[src/rtl/serial_addsub_nbit.sv]
// Multi-cycle add/subtract: CHUNK bits per clock, LSB chunk first, carry registered between chunks.
// Optional OVF/ZERO/NEG flag logic is enabled by defining ADDSUB_FLAGS_EN.
module serial_addsub_nbit #(
  parameter int WIDTH = 32,
  parameter int CHUNK = 8
) (
  input  logic             CLK,
  input  logic             RST,
  input  logic             IN_VALID,
  output logic             IN_READY,
  input  logic             SUB,
  input  logic [WIDTH-1:0] X,
  input  logic [WIDTH-1:0] Y,
  input  logic             C_IN,
  output logic             OUT_VALID,
  input  logic             OUT_READY,
  output logic [WIDTH-1:0] Z,
  output logic             C_OUT,
  output logic             OVF,
  output logic             ZERO,
  output logic             NEG,
  output logic [1:0]       dbg_state
);

  generate
    if (CHUNK < 1 || CHUNK > WIDTH || (WIDTH % CHUNK) != 0) begin : g_param_check
      $error("serial_addsub_nbit: CHUNK must be in 1..WIDTH and divide WIDTH");
    end
  endgenerate

  localparam int NCHUNK = WIDTH / CHUNK;
  localparam int CNT_W  = (NCHUNK > 1) ? $clog2(NCHUNK) : 1;
  localparam logic [CNT_W-1:0] LAST_CNT = CNT_W'(NCHUNK - 1);

  // Handshake: a transfer happens on a rising edge where valid && ready are both high.
  // Input side transfers only in IDLE; output side holds everything stable in DONE until OUT_READY.
  typedef enum logic [1:0] {
    IDLE = 2'd0,
    RUN  = 2'd1,
    DONE = 2'd2
  } state_t;

  state_t state_q, state_d;

  logic [WIDTH-1:0] x_q, y_q, z_q;
  logic [WIDTH-1:0] x_nx, y_nx, z_nx;
  logic [CNT_W-1:0] cnt_q;
  logic             sub_q, carry_q, c_out_q;
  logic [CHUNK-1:0] x_c, y_c, y_eff, s_c;
  logic             c_nx, last;

  assign last = (state_q == RUN) && (cnt_q == LAST_CNT);

  always_comb begin
    state_d   = state_q;
    IN_READY  = 1'b0;
    OUT_VALID = 1'b0;
    case (state_q)
      IDLE: begin
        IN_READY = 1'b1;
        if (IN_VALID) state_d = RUN;
      end
      RUN: begin
        if (last) state_d = DONE;
      end
      DONE: begin
        OUT_VALID = 1'b1;
        if (OUT_READY) state_d = IDLE;
      end
      default: state_d = IDLE;
    endcase
  end

  always_ff @(posedge CLK) begin
    if (RST) state_q <= IDLE;
    else     state_q <= state_d;
  end

  assign dbg_state = state_q;

  // Operands shift right each RUN cycle so the current chunk is always the low CHUNK bits.
  // Subtraction adds ~Y with the borrow kept as an inverted carry.
  assign x_c   = x_q[CHUNK-1:0];
  assign y_c   = y_q[CHUNK-1:0];
  assign y_eff = sub_q ? ~y_c : y_c;
  assign {c_nx, s_c} = {1'b0, x_c} + {1'b0, y_eff} + {{CHUNK{1'b0}}, carry_q};

  generate
    if (CHUNK == WIDTH) begin : g_single
      assign x_nx = '0;
      assign y_nx = '0;
      assign z_nx = s_c;
    end else begin : g_multi
      assign x_nx = {{CHUNK{1'b0}}, x_q[WIDTH-1:CHUNK]};
      assign y_nx = {{CHUNK{1'b0}}, y_q[WIDTH-1:CHUNK]};
      assign z_nx = {s_c, z_q[WIDTH-1:CHUNK]};
    end
  endgenerate

  always_ff @(posedge CLK) begin
    if (RST) begin
      x_q     <= '0;
      y_q     <= '0;
      z_q     <= '0;
      cnt_q   <= '0;
      sub_q   <= 1'b0;
      carry_q <= 1'b0;
      c_out_q <= 1'b0;
    end else if (state_q == IDLE) begin
      if (IN_VALID) begin
        x_q     <= X;
        y_q     <= Y;
        sub_q   <= SUB;
        carry_q <= C_IN ^ SUB;
        cnt_q   <= '0;
      end
    end else if (state_q == RUN) begin
      x_q     <= x_nx;
      y_q     <= y_nx;
      z_q     <= z_nx;
      carry_q <= c_nx;
      cnt_q   <= last ? '0 : cnt_q + 1'b1;
      if (last) c_out_q <= c_nx ^ sub_q;
    end
  end

  assign Z     = z_q;
  assign C_OUT = c_out_q;

`ifdef ADDSUB_FLAGS_EN
  logic nz_q, nz_d, ovf_q, zero_q, neg_q;

  // Zero detect accumulates one chunk OR per cycle; the first chunk restarts it.
  assign nz_d = ((cnt_q == '0) ? 1'b0 : nz_q) | (|s_c);

  always_ff @(posedge CLK) begin
    if (RST) begin
      nz_q   <= 1'b0;
      ovf_q  <= 1'b0;
      zero_q <= 1'b0;
      neg_q  <= 1'b0;
    end else if (state_q == RUN) begin
      nz_q <= nz_d;
      if (last) begin
        zero_q <= ~nz_d;
        neg_q  <= s_c[CHUNK-1];
        ovf_q  <= (sub_q ? (x_c[CHUNK-1] != y_c[CHUNK-1]) : (x_c[CHUNK-1] == y_c[CHUNK-1]))
                  && (s_c[CHUNK-1] != x_c[CHUNK-1]);
      end
    end
  end

  assign OVF  = ovf_q;
  assign ZERO = zero_q;
  assign NEG  = neg_q;
`else
  assign OVF  = 1'b0;
  assign ZERO = 1'b0;
  assign NEG  = 1'b0;
`endif

endmodule
[config.mk]
export PLATFORM = sky130hd
export DESIGN_NAME = serial_addsub_nbit
export DESIGN_NICKNAME = d
export VERILOG_FILES = /design/src/rtl/serial_addsub_nbit.sv
export SDC_FILE = /design/constraint.sdc
export NUM_CORES = 1
export LEC_CHECK = 0
export CAP_MARGIN = 15
export CORE_ASPECT_RATIO = 2
export CORE_UTILIZATION = 47
export CTS_BUF_LIST = sky130_fd_sc_hd__clkbuf_4
export CTS_CLUSTER_DIAMETER = 30
export DETAILED_ROUTE_END_ITERATION = 10
export PLACE_DENSITY_LB_ADDON = 0.08
export SLEW_MARGIN = 20
export SYNTH_ARGS = -nofsm -noshare
export SYNTH_HDL_FRONTEND = slang
export SYNTH_SLANG_ARGS = --single-unit
[constraint.sdc]
create_clock -name CLK -period 2.3 [get_ports CLK]
set_input_delay 0.345 -clock CLK [delete_from_list [all_inputs] [get_ports CLK]]
set_output_delay 0.345 -clock CLK [all_outputs]
set_load 0.02 [all_outputs]
# --- Word-level counts from Yosys, hierarchy flattened ---
# Index checks and enable logic that the tools add are counted.
totals:
  regBits: 103
  inputBits: 70
  word_cells: 49
op_classes:
  n_addsub: 3
  eq_ne: 6
  mux: 20
  n_bitwise: 4
  n_reduce_logical: 8
op_table:
  columns: ["operator", "n"]
  rows:
  - ["$mux W32", 6]
  - ["$mux W2", 7]
  - ["$add A8 B8 Y9", 1]
  - ["$add A9 B1 Y9", 1]
  - ["$mux W8", 1]
  - ["$not A8 Y8", 1]
  - ["$ne A2 B2 Y1 const B", 3]
  - ["$pmux W2 S3", 1]
  - ["$reduce_and A2 Y1", 3]
  - ["$reduce_and A3 Y1", 2]
  - ["$mux W1", 5]
  - ["$eq A2 B2 Y1 const B", 2]
  - ["$add A2 B1 Y2 const B", 1]
  - ["$eq A2 B1 Y1 const B", 1]
  - ["$logic_not A2 Y1", 1]
  - ["$reduce_bool A2 Y1", 1]
  - ["$xor A1 B1 Y1", 2]
  - ["$logic_and A1 B1 Y1", 1]
  - ["$not A1 Y1", 1]

# --- Longest topological paths before layout ---
# Gate-level depths: netlist (run 1).
logic_depth:
  word_depth: 6
  ltp_mapped: 9
  depth_no_buf: 8

# --- Worst setup path after synthesis (run 1) ---
# OpenSTA, ideal clock, no wires.
synth_path:
  path_type: "register -> register"
  start: "register sub_q"
  end: "register c_out_q (netlist: C_OUT)"
  setup_ps: 62
  t_arrival_ps: 2174
  t_required_ps: 2238
  slack_ps: 64
  path_stages_with_launch: 10
  path_buffers: 1
  synth_period_minus_slack_ps: 2236
  path_cell_list: "dfxtp_1 -> buf_2 -> xnor2_1 -> fa_1 -> inv_1 -> fa_1 -> a211oi_2 -> o211ai_2 -> a2111o_1 -> nand3_1"
synth_between:
  elab_chain_len: 4
synth_rtl:
  columns: ["item", "line", "text"]
  rows:
  - ["start, declared", "48", "logic sub_q, carry_q, c_out_q;"]
  - ["start signal, assigned", "106", "sub_q <= 1'b0;"]
  - ["start signal, assigned", "113", "sub_q <= SUB;"]
  - ["$mux W8", "85", "assign y_eff = sub_q ? ~y_c : y_c;"]
  - ["$add A8 B8 Y9", "86", "assign {c_nx, s_c} = {1'b0, x_c} + {1'b0, y_eff} + {{CHUNK{1'b0}}, carry_q};"]
  - ["$add A9 B1 Y9", "86", null]
  - ["$xor A1 B1 Y1 *", "123", "if (last) c_out_q <= c_nx ^ sub_q;"]
  - ["end signal, assigned", "123", null]
  - ["end, declared", "48", null]
# Mark *: on every way between the ends. The rest lies on a longest branch, timed or not.
# A chain may end at the register's enable or synchronous reset.

# --- Worst setup path in the final report (run 1) ---
# Ends and elaborated chain as after synthesis.

==> impl_metrics.py, run 1 <==
metrics = {
    "pwr": {
        "finalPower_mw": 3.70,
        "ir_drop_mv": 0.356,
        "p_leak_nw": 2.21,
        "p_per_area_mw_per_mm2": 627,
    },
    "grt": {
        "grtUsageMet1_pct": 26.2,
        "grt.met3_usage_pct": 2.89,
        "grt_overflow": 0,
        "antenna_found_initial": 1,
        "grtUsageMet2_pct": 46.5,
        "top_usage_layer": "met2",
        "grt_max_degree": 51,
        "grt_pass1_vias": 3994,
        "grt_pass1_wl_mm": 19.2,
        "grt_usage_pct": 24.3,
    },
    "outcome": {
        "outcome": "completed",
    },
    "layout": {
        "final_cell_area_mm2": 0.00590,
        "final_net_count": 736,
        "syn2layout_area_growth_pct": 26.2,
        "fillCellCount": 926,
        "layout-drive-gt1-share_pct": 6.82,
    },
    "clock_network": {
        "cts.path.max_buffers": 2,
        "cts_tree": "done",
        "cts-root-buf": "clkbuf_4",
        "cts-buffers-inserted": 9,
        "clock_latency_ns": 0.45,
        "cts_setup_buffers": 0,
        "clkSinkCount": 103,
        "htreeDepth": 3,
        "clkTransAtPathRegs_ns": 0.15,
    },
    "floorplanning": {
        "rows": 51,
        "start_util_pct": 48.2,
        "coreArea_mm2": 0.00970,
        "die_y_um": 143,
        "die-area_mm2": 0.0104,
        "boundaryPins": 110,
        "dieWidth_um": 72.5,
    },
    "worst_setup_path": {
        "cp_slowest_cell": "a2111o_1",
        "path_max_fanout": 3,
        "crit_arrival_ns": 2.56,
        "reg2reg_to": "C_OUT",
        "reg2reg_from": "sub_q",
        "required_ns": 2.70,
        "path_class": "register to register",
        "cpPeakStageDelay_ns": 0.41,
        "cp_common_cell": "fa_2",
        "cp-start-kind": "register",
        "ff2ff_setup_slack_ns": 0.14,
        "end_kind": "register",
        "worstRegToRegCells": 8,
        "worstPathCellList": "xnor2_2, fa_2, inv_1, fa_2, a211oi_2, o211ai_2, a2111o_1, nand3_1",
    },
    "hold_path": {
        "holdPathStages": 3,
        "hp-start": "RST",
        "holdPathEnd": "y_q[3]",
        "hold_class": "input pin to register",
    },
    "synth": {
        "synth_compound_area_share_pct": 23.8,
        "synth_xor_area_share_pct": 2.25,
        "synth.avg_cell_area_um2": 8.11,
        "synthAdderAreaFrac_pct": 3.00,
        "netlist_area_mm2": 0.00468,
        "yosys.area_share.simple_pct": 20.1,
        "synthCells": 577,
        "muxShareOfSynthArea_pct": 0,
        "ys_seq_area_share_pct": 44.1,
        "yosys.cell_types.count": 43,
        "synth_area_leaders": "dfxtp_1 (44%), nand2_1 (9.7%), a311oi_1 (9.0%)",
        "synth_top_family_by_area": "compound AO/OA/AOI/OAI gates",
        "ys_ff_latch": 103,
        "ys_warn_count": 0,
        "synth_top_area_cell": "dfxtp_1",
        "synth_top_cell_area_share_pct": 44.1,
    },
    "sta": {
        "rsz0062_at_grt": "false",
        "clock.fmax_mhz": 462,
        "finalSetupViolations": 0,
        "setup_tns_ns": 0,
        "period_share_pct": 94.0,
        "skew_ns": 0.0277,
        "worst_pin_slew_ns": 0.621,
        "finalHoldViolCount": 0,
        "drv_slew": 0,
        "slew_headroom_pct": 58.5,
        "fin_crit_ns": 2.16,
    },
    "drt": {
        "avgRoutedWirePerCell_um": 15.2,
        "vias_per_cell": 5.39,
        "vias": 4274,
        "drt_wl_total_mm": 12.1,
        "drt_iter0_drc": 268,
        "dr.pass1.iters": 5,
        "ant_nets": 0,
        "drc": 0,
    },
    "placed_design": {
        "io_buffers": 106,
        "place_congestion": 0.797,
        "place_area_mm2": 0.00576,
        "hpwl_mm": 8.74,
    },
    "run": {
        "maxCapViolCount": 0,
    },
}
-- where the power goes --
| group | internal [mW] | leakage (nW) | switching (mW) | total (mW) |
|---|---|---|---|---|
| clock | 0.324 | 0.0712 | 0.590 | 0.914 |
| combinational | 0.361 | 1.29 | 0.419 | 0.780 |
| sequential | 1.91 | 0.847 | 0.0955 | 2.01 |
| total | 2.60 | 2.21 | 1.10 | 3.70 |
-- critical path: cells and delay by family (launching register included) --
kind / cells / cell delay, ns
AO/OA/AOI/OAI: 3 / 0.83
adder cells (fa/ha/maj): 2 / 0.60
flip-flops: 1 / 0.37
XOR/XNOR: 1 / 0.19
AND/OR/NAND/NOR: 1 / 0.07
buffers and inverters: 1 / 0.06
-- synth_stat cells (all sizes together) --
master / instances
buf: 35
o32ai: 1
and2: 1
fa: 2
a311oi: 48
nand3b: 1
clkinv: 1
or2: 1
o21ai: 53
a211oi: 3
a2111o: 1
nand3: 24
nand2: 121
nand2b: 4
ha: 8
a211o: 1
a31oi: 1
xnor2: 4
o21a: 3
nor4b: 1
dfxtp: 103
a22oi: 1
o31a: 1
nand4b: 1
nor2b: 3
a21o: 1
o211ai: 6
a21oi: 51
nor3: 4
xor2: 8
conb: 1
inv: 4
clkbuf: 20
nor2: 59
-- routing by layer --
layer,vias to the layer above,wire (um)
met3,15,371
met4,0,230
met1,1979,4620
met5,-,0
met2,110,6850
li1,2170,-
-- cells in the final DEF (no fill, tap or decap), types with 2 or more instances in the layout --
| cell | n |
|---|---|
| o21ai_0 | 53 |
| nor2_4 | 2 |
| o211ai_1 | 5 |
| clkinv_1 | 3 |
| clkbuf_4 | 9 |
| xnor2_1 | 3 |
| dfxtp_1 | 101 |
| buf_12 | 2 |
| nand2_1 | 121 |
| nor2b_1 | 2 |
| nand2b_1 | 3 |
| inv_1 | 4 |
| o21a_1 | 3 |
| conb_1 | 3 |
| fa_2 | 2 |
| ha_1 | 8 |
| a311oi_1 | 48 |
| nor3_1 | 4 |
| dfxtp_2 | 2 |
| xor2_1 | 8 |
| a21oi_1 | 50 |
| clkdlybuf4s50_1 | 105 |
| a211oi_1 | 2 |
| buf_4 | 14 |
| nand3_1 | 24 |
| nor2_1 | 56 |
-- cells by family (layout without fill, tap and decap cells) --
family | count (synthesis) | in the layout
xor+xnor | 12 | 12
fa+ha+maj | 10 | 10
simple gates | 220 | 220
flops | 103 | 103
buf+inv | 60 | 141
compound gates | 171 | 171
other cells | 1 | 4
-- flip-flops by register name, indices dropped and copies added, names as in the netlist --
register / cells
x_q: 32
Z: 32
sub_q: 1
carry_q: 1
dbg_state: 2
C_OUT: 1
cnt_q: 2
y_q: 32
-- stage by stage --
stage	hold slack [ns]	cells	setup WS (ns)	utilization, %
2_1_floorplan	0.444	579	0.0640	-
3_3_place_gp	0.442	777	0.189	59.4
3_5_place_dp	0.446	777	0.162	59.4
4_1_cts	0.359	792	0.115	60.7
5_1_grt	0.371	793	0.00564	60.8
6_report	0.374	793	0.137	60.8
-- layout make-up --
class	count	area (um^2)	area share, %
antenna	1	2.50	0.0424
clock buffer	9	67.6	1.14
clock inverter	6	60.1	1.02
inverter	5	18.8	0.318
multi-input combinational	416	2330	39.4
sequential	103	2060	35.0
tap	132	165	2.80
timing repair buffer	121	1200	20.3
-- worst max path at each step --
stage | startpoint | endpoint | slack (ns)
global route | sub_q | C_OUT | 0.006
detailed placement | y_q[0] | C_OUT | 0.16
CTS | y_q[0] | C_OUT | 0.11
floorplan | sub_q | C_OUT | 0.06
global placement | sub_q | C_OUT | 0.19
finish | sub_q | C_OUT | 0.14
-- repair_timing --
item / 4_1_cts / 5_1_grt
hold buffers: 0 / 0
endpoints found under the setup margin: 0 / 1
resized for setup: 0 / 3
Power figures use the tool's default switching activity.
==> inputs of run 2 (changes only) <==
CORE_UTILIZATION = 40   (was 47)
REMOVE_ABC_BUFFERS = 1   (was unset)
SLEW_MARGIN = unset   (was 20)
==> run 2 against run 1 <==
Sequential share of layout area fell by 0.26 points. Count of clock-buffer cells in the layout increased by 1. Global-route usage fell by 4.4 points. Flip-flop and latch count is the same. Clock skew is 0.014 ns lower. Register-to-register slack worse by 0.05 ns. Largest power group unchanged. Worst setup slack got worse by 0.054 ns. Cell count increased by 2.0%. Sequential power is essentially flat. Hold slack worse by 0.097 ns. Non-clock buffer count rose by 5. Highest routed layer unchanged. Routed wire length decreased by 4.4%.
==> impl_metrics.py, run 2 (same netlist as run 1, synthesis figures left out) <==
metrics = {
    "grt": {
        "grt_max_degree": 61,
        "grt_overflow": 0,
        "grt_pass1_wl_mm": 18.9,
        "grt_pass1_vias": 3934,
        "grt_usage_pct": 19.9,
        "antenna_found_initial": 1,
    },
    "drt": {
        "avgRoutedWirePerCell_um": 14.3,
        "drt_iter0_drc": 176,
        "drc": 0,
        "vias_per_cell": 5.31,
        "vias": 4292,
        "drt_wl_total_mm": 11.5,
        "dr.pass1.iters": 4,
        "ant_nets": 0,
    },
    "layout": {
        "final_util_pct": 52.5,
        "syn2layout_area_growth_pct": 27.4,
        "layout-drive-gt1-share_pct": 8.41,
        "final_cell_area_mm2": 0.00596,
        "final_net_count": 741,
        "mostFrequentLayoutCells": "nand2_1 (121), clkdlybuf4s50_1 (105), dfxtp_1 (99), nor2_1 (56), o21ai_0 (53)",
        "final_common_cell": "nand2_1",
        "fillCellCount": 1161,
    },
    "hold_path": {
        "hold_class": "input pin to register",
    },
    "outcome": {
        "outcome": "completed",
    },
    "sta": {
        "finalSetupViolations": 0,
        "clock.fmax_mhz": 451,
        "skew_ns": 0.0137,
        "finalHoldViolCount": 0,
        "setup_tns_ns": 0,
        "fin_crit_ns": 2.22,
        "hold_ws_ns": 0.277,
        "drv_slew": 0,
        "period_share_pct": 96.4,
        "setup_ws_ns": 0.0835,
    },
    "pwr": {
        "p_per_area_mw_per_mm2": 629,
        "p_leak_nw": 2.23,
        "ir_drop_mv": 0.294,
    },
    "worst_setup_path": {
        "cp_slowest_cell": "fa_2",
        "worst-path-buf-inv": 1,
        "path_max_fanout": 3,
        "cpLargestDelayFamily": "compound AO/OA/AOI/OAI gates",
        "cp_common_cell": "fa_2",
        "crit_arrival_ns": 2.62,
        "end_kind": "register",
        "worstPathCellList": "xnor2_2, fa_2, inv_2, fa_2, a211oi_4, o211ai_2, a2111o_1, nand3_1",
        "required_ns": 2.71,
        "cpPeakStageDelay_ns": 0.43,
        "cp-start-kind": "register",
        "path_class": "register to register",
    },
    "clock_network": {
        "clkTransAtPathRegs_ns": 0.16,
        "cts.path.max_buffers": 2,
        "cts-root-buf": "clkbuf_4",
        "clock_latency_ns": 0.46,
        "cts-buffers-inserted": 9,
        "cts_hold_buf": 0,
        "htreeDepth": 3,
        "clkSinkCount": 103,
        "cts_tree": "done",
    },
    "placed_design": {
        "pre_cts_ws_ns": 0.0616,
        "io_buffers": 106,
        "hpwl_mm": 8.01,
        "place_congestion": 0.766,
        "place_area_mm2": 0.00577,
    },
    "floorplanning": {
        "die-area_mm2": 0.0122,
        "rows": 55,
        "coreArea_mm2": 0.0114,
        "dieWidth_um": 78.5,
        "boundaryPins": 110,
        "start_util_pct": 41.2,
        "die_y_um": 155,
    },
    "run": {
        "maxCapViolCount": 0,
    },
}
## run 2: cell type report
class	count	area, um^2	area share, %
diodes	1	2.50	0.0420
clock buffers	10	75.1	1.26
clock inverters	6	61.3	1.03
inverters	5	18.8	0.315
multi-input cells	416	2330	39.2
flip-flops and latches	103	2070	34.7
well taps	142	178	2.98
repair buffers	126	1220	20.5
## run 2: worst paths after layout
check        cells after the start  slack, ns   start  endpoint
min                              2       0.28     RST  cnt_q[1]
max reg2reg                      8       0.08  y_q[0]     C_OUT
max                              8       0.08  y_q[0]     C_OUT
min reg2reg                      2       0.47    Z[5]      Z[5]
## run 2: power breakdown
part           internal [mW]  switching (mW)
logic                  0.376           0.438
clock network          0.341           0.607
registers               1.91          0.0784
total                   2.63            1.12
## run 2: layer usage
layer | GRT usage [%] | wire length [um] | up-vias
li1 | - | - | 2180
met1 | 22.9 | 4760 | 2000
met2 | 36.6 | 6280 | 101
met3 | 2.35 | 315 | 11
met4 | 7.67 | 185 | 0
met5 | 0 | 0 | -
## run 2: timing repair
| action | in CTS | in global routing |
|---|---|---|
| endpoints found under the hold margin | 0 | 0 |
| buffers inserted | 0 | 3 |
| pin swaps | 0 | 6 |
| gates resized for setup | 1 | 7 |
| endpoints found under the setup margin | 1 | 1 |
## run 2: metrics by stage
step,power (mW),instances
3_5_place_dp,2.82,789
2_1_floorplan,2.45,524
3_3_place_gp,2.80,789
5_1_grt,3.96,809
4_1_cts,3.75,805
6_report,3.75,809
